--- config.mk ---
export PLATFORM = sky130hd
export DESIGN_NAME = clock_switch_ctrl
export DESIGN_NICKNAME = d
export VERILOG_FILES = /design/src/rtl/clock_switch_ctrl.sv
export SDC_FILE = /design/constraint.sdc
export NUM_CORES = 1
export LEC_CHECK = 0
export ABC_AREA = 1
export CAP_MARGIN = 20
export CORE_ASPECT_RATIO = 0.9
export CORE_MARGIN = 1
export CORE_UTILIZATION = 25
export CTS_BUF_LIST = sky130_fd_sc_hd__clkbuf_4 sky130_fd_sc_hd__clkbuf_8
export CTS_CLUSTER_SIZE = 12
export DETAILED_ROUTE_END_ITERATION = 16
export PLACE_DENSITY_LB_ADDON = 0.3
export SYNTH_ARGS = -nofsm -noshare
export SYNTH_HDL_FRONTEND = slang
export SYNTH_SLANG_ARGS = --single-unit
--- constraint.sdc ---
create_clock -name CLK -period 2.2 [get_ports CLK]
set_input_delay 0.44 -clock CLK [delete_from_list [all_inputs] [get_ports CLK]]
set_output_delay 0.44 -clock CLK [all_outputs]
set_load 0.05 [all_outputs]
--- src/rtl/clock_switch_ctrl.sv ---
// Break-before-make one-hot clock enable controller; optional CLKSW_FALLBACK_EN adds FAIL-driven return to DEF_CH.
// Switch latency DEAD_CYC+1 cycles; REQ_READY held low while a switch is in flight so requests wait, never drop.
module clock_switch_ctrl #(
  parameter int N_CH     = 4,
  parameter int SEL_W    = $clog2(N_CH),
  parameter int DEAD_CYC = 2,
  parameter int DEF_CH   = 0
) (
  input  logic             CLK,
  input  logic             RSTN,
  input  logic             REQ_VALID,
  input  logic [SEL_W-1:0] REQ_SEL,
  output logic             REQ_READY,
  output logic [N_CH-1:0]  EN,
  output logic [SEL_W-1:0] ACT_SEL,
  output logic             BUSY,
  output logic             ERR
`ifdef CLKSW_FALLBACK_EN
  ,
  input  logic [N_CH-1:0]  FAIL
`endif
);

  localparam int               CNT_W    = (DEAD_CYC > 1) ? $clog2(DEAD_CYC) : 1;
  localparam logic [CNT_W-1:0] CNT_LOAD = CNT_W'(DEAD_CYC - 1);
  localparam logic [CNT_W-1:0] CNT_ONE  = CNT_W'(1);
  localparam logic [N_CH-1:0]  OH_ONE   = N_CH'(1);
  localparam logic [N_CH-1:0]  DEF_OH   = OH_ONE << DEF_CH;
  localparam logic [SEL_W-1:0] DEF_SEL  = SEL_W'(DEF_CH);
  localparam logic [SEL_W:0]   NCH_V    = (SEL_W + 1)'(N_CH);

  typedef enum logic [1:0] {IDLE, DEAD, ARM} state_t;

  state_t           r_state, w_nxt_state;
  logic [CNT_W-1:0] r_cnt, w_nxt_cnt;
  logic [SEL_W-1:0] r_tgt, w_nxt_tgt;
  logic [SEL_W-1:0] r_act_sel, w_nxt_act;
  logic [N_CH-1:0]  r_en, w_nxt_en;
  logic             r_err, w_nxt_err;
  logic             w_fb_go;
  logic             w_accept;
  logic             w_oor;
  logic [N_CH-1:0]  w_tgt_oh;

`ifdef CLKSW_FALLBACK_EN
  // A failing non-default clock pre-empts any request presented in the same cycle.
  assign w_fb_go = (r_state == IDLE) && FAIL[r_act_sel] && (r_act_sel != DEF_SEL);
`else
  assign w_fb_go = 1'b0;
`endif

  assign REQ_READY = (r_state == IDLE) && !w_fb_go;
  assign BUSY      = ~REQ_READY;
  assign EN        = r_en;
  assign ACT_SEL   = r_act_sel;
  assign ERR       = r_err;

  assign w_accept  = REQ_VALID && REQ_READY;
  assign w_oor     = ({1'b0, REQ_SEL} >= NCH_V);
  assign w_tgt_oh  = OH_ONE << r_tgt;

  always_comb begin
    w_nxt_state = r_state;
    w_nxt_cnt   = r_cnt;
    w_nxt_tgt   = r_tgt;
    w_nxt_en    = r_en;
    w_nxt_act   = r_act_sel;
    w_nxt_err   = 1'b0;
    case (r_state)
      IDLE: begin
        if (w_fb_go) begin
          w_nxt_tgt   = DEF_SEL;
          w_nxt_state = DEAD;
          w_nxt_en    = '0;
          w_nxt_cnt   = CNT_LOAD;
        end else if (w_accept) begin
          if (w_oor) begin
            w_nxt_err = 1'b1;
          end else if (REQ_SEL != r_act_sel) begin
            w_nxt_tgt   = REQ_SEL;
            w_nxt_state = DEAD;
            w_nxt_en    = '0;
            w_nxt_cnt   = CNT_LOAD;
          end
        end
      end
      // The ARM load happens on the same edge that leaves DEAD, so ARM is never resident.
      DEAD: begin
        if (r_cnt == '0) begin
          w_nxt_state = IDLE;
          w_nxt_en    = w_tgt_oh;
          w_nxt_act   = r_tgt;
        end else begin
          w_nxt_cnt = r_cnt - CNT_ONE;
        end
      end
      ARM: begin
        w_nxt_state = IDLE;
        w_nxt_en    = w_tgt_oh;
        w_nxt_act   = r_tgt;
      end
      default: w_nxt_state = IDLE;
    endcase
  end

  always_ff @(posedge CLK or negedge RSTN) begin
    if (!RSTN) begin
      r_state   <= IDLE;
      r_cnt     <= '0;
      r_tgt     <= DEF_SEL;
      r_act_sel <= DEF_SEL;
      r_en      <= DEF_OH;
      r_err     <= 1'b0;
    end else begin
      r_state   <= w_nxt_state;
      r_cnt     <= w_nxt_cnt;
      r_tgt     <= w_nxt_tgt;
      r_act_sel <= w_nxt_act;
      r_en      <= w_nxt_en;
      r_err     <= w_nxt_err;
    end
  end

endmodule

==> metrics.csv <==
stage,metric,value,unit
clocking,Post-CTS Hold Fix Bufs,0,
timing,Max Freq,0.494,GHz
logic_synthesis,Mapped Nets,59,
clocking,CTS root buf,clkbuf_4,
logic_synthesis,Yosys reg bits,10,
detailed_routing,Initial DRC Count,5,
timing,clk_skew,0.00280,ns
clocking,TritonCTS Sinks,10,
critical_path,Critical Path RT,1.76,ns
clocking,later-pin clock latency in the skew report,0.26,ns
detailed_routing,post-route ant nets,0,
critical_path,crit path max fanout,2,
detailed_routing,routed vias/inst,4.17,
placed_design,port bufs,12,
die,Die Area,2120,um2
placed_design,Placer Congestion,0.721,
die,core area,1750,um2
power,LEAKAGE,0.000327,uW
logic_synthesis,number of distinct library cells after synthesis,15,
power,PwrDens,1650,nW/um2
timing,RSZ-0062 raised after global routing,no,
detailed_routing,DR DRC count,0,
detailed_routing,final wirelength,945,um
layout,final std cells w/o fill,92,
critical_path,Worst Path Arrival,1.59,ns
status,status,"finished, final reports clean",
run,Max Cap Viol,0,
layout,final core occ,0.369,
clocking,total CTS buffers,3,
timing,setup violators final,0,
timing,Tmin final,2.03,ns
die,Initial Util,0.276,
layout,Final nets,74,
die,I/O pin total,14,
power,VDD IR max,0.702,mV
critical_path,CP cell instances,clkdlybuf4s50_1,
die,die width,48.4,um
global_route,first-pass GRT wire length,1.67,mm
layout,n_diodes,0,
logic_synthesis,Mapped Cells,54,
clocking,CTS H-tree depth,1,
detailed_routing,WL/cell,10.3,um
die,FP Rows,14,
timing,worst hold slack,0.484,ns
placed_design,Place WS,0.462,ns
clocking,Clock Path Buffers,2,
timing,Slew headroom,0.666,
logic_synthesis,Synth Warn #,0,
layout,area grow syn2layout,33.6,%
global_route,antenna violations before repair,0,
timing,Tcrit/Tclk final,0.921,
timing,setup total negative slack,0,ns
timing,"Hold Violations, Final",0,
placed_design,Placed Cells,88,
critical_path,CP peak stage delay,0.79,ns
critical_path,Crit. End Element,output pin,
critical_path,Setup CP Type,reg -> out,
timing,"Slew Viols, Final",0,
logic_synthesis,synthesized area,484,um2
clocking,post-CTS setup buffers,0,
timing,worst slew pin tran,0.500,ns
critical_path,Top delay family on crit path,buffers and inverters,
global_route,vias in the first global route,369,
die,Die Y,43.8,um
layout,"commonest non-fill, non-tap cell in the layout",nand2_1,
clocking,TritonCTS clock tree,done,
critical_path,"Slowest-stage cell, CP",clkdlybuf4s50_1,
global_route,GRT Total Usage,0.107,
global_route,largest net degree at the start of global routing,11,
timing,slack of the critical path,0.175,ns
layout,most frequent cells in the layout,"14 x nand2_1, 10 x clkdlybuf4s50_1, 9 x dfrtp_1",
logic_synthesis,average size of a mapped cell,8.97,um2
detailed_routing,total number of vias,384,
logic_synthesis,sequential-to-total area share from yosys stat,0.519,
critical_path,Buffers & Inverters on Critical Path,1,
layout,layout cells sized above 1,0.176,
clocking,clock-pin transition on the worst setup and hold timing paths,0.07,ns
placed_design,dpl hpwl,665,um
clocking,cts repair resizes,0,
detailed_routing,Pre-antenna DRT Iters,4,
hold_path,Hold Path Class,reg -> reg,
global_route,GRT overflow,0,
critical_path,Worst setup SP type,flop,
==> state kept, by name, summed over array words and instances, names as in the netlist <==
signal	cells
r_state	1
EN	4
r_tgt	2
r_cnt	1
ACT_SEL	2
==> through the flow <==
step                power, uW  area, um2
finish                   1070        647
global route             1140        647
CTS                      1080        647
detailed placement        905        611
global placement          899        611
floorplan                 754        484
==> kinds of logic (layout without fill, tap and decap cells) <==
| family | count (synthesis) | after routing | share of synthesized area |
|---|---|---|---|
| simple gates | 26 | 26 | 0.302 |
| buf+inv | 11 | 25 | 0.109 |
| other cells | 1 | 1 | 0.00774 |
| flops | 10 | 10 | 0.519 |
| compound gates | 6 | 6 | 0.0620 |
==> power breakdown <==
group | leakage (uW) | total [uW] | internal (uW) | switching [uW]
Combinational | 0.000181 | 550 | 171 | 379
Clock | 0.0000210 | 167 | 100 | 66.6
Sequential | 0.000126 | 353 | 267 | 86.3
==> worst paths after layout <==
check	from	to	slack, ns	cells after the start
max	EN[0]$_DFFE_PN1P_	EN[0]	0.17	1
min	EN[0]$_DFFE_PN1P_	EN[0]$_DFFE_PN1P_	0.48	2
max reg2reg	r_state[0]$_DFFE_PN0P_	r_tgt[0]$_DFFE_PN0P_	1.14	4
min reg2reg	EN[0]$_DFFE_PN1P_	EN[0]$_DFFE_PN1P_	0.48	2
max in group asynchronous	RSTN	EN[0]$_DFFE_PN1P_	1.37	1
min in group asynchronous	RSTN	EN[1]$_DFFE_PN0P_	0.49	1
==> layout make-up <==
class	count	area, um2
Fill cell	187	1100
Sequential cell	10	251
Tap cell	24	30.0
Inverter	9	33.8
Clock buffer	4	36.3
Timing Repair Buffer	12	115
Multi-Input combinational cell	33	180
==> synthesized netlist by cell type (all sizes together) <==
library cell   n  area (um2)
dfrtp          9         225
buf            2        18.8
conb           1        3.75
inv            9        33.8
nand4          4        25.0
nand3          4        20.0
nand2         17        81.3
o21ai          6        30.0
nor2           1        20.0
dfstp          1        26.3
==> routing by layer <==
metal  GRT usage  vias up  part of all wire
met1       0.140      174              0.53
met3      0.0456        0             0.059
met5           0        -                 0
met2       0.161       12              0.41
met4      0.0353        0                 0
li1            -      198                 -
No activity file was read; power rests on OpenSTA's default activity.
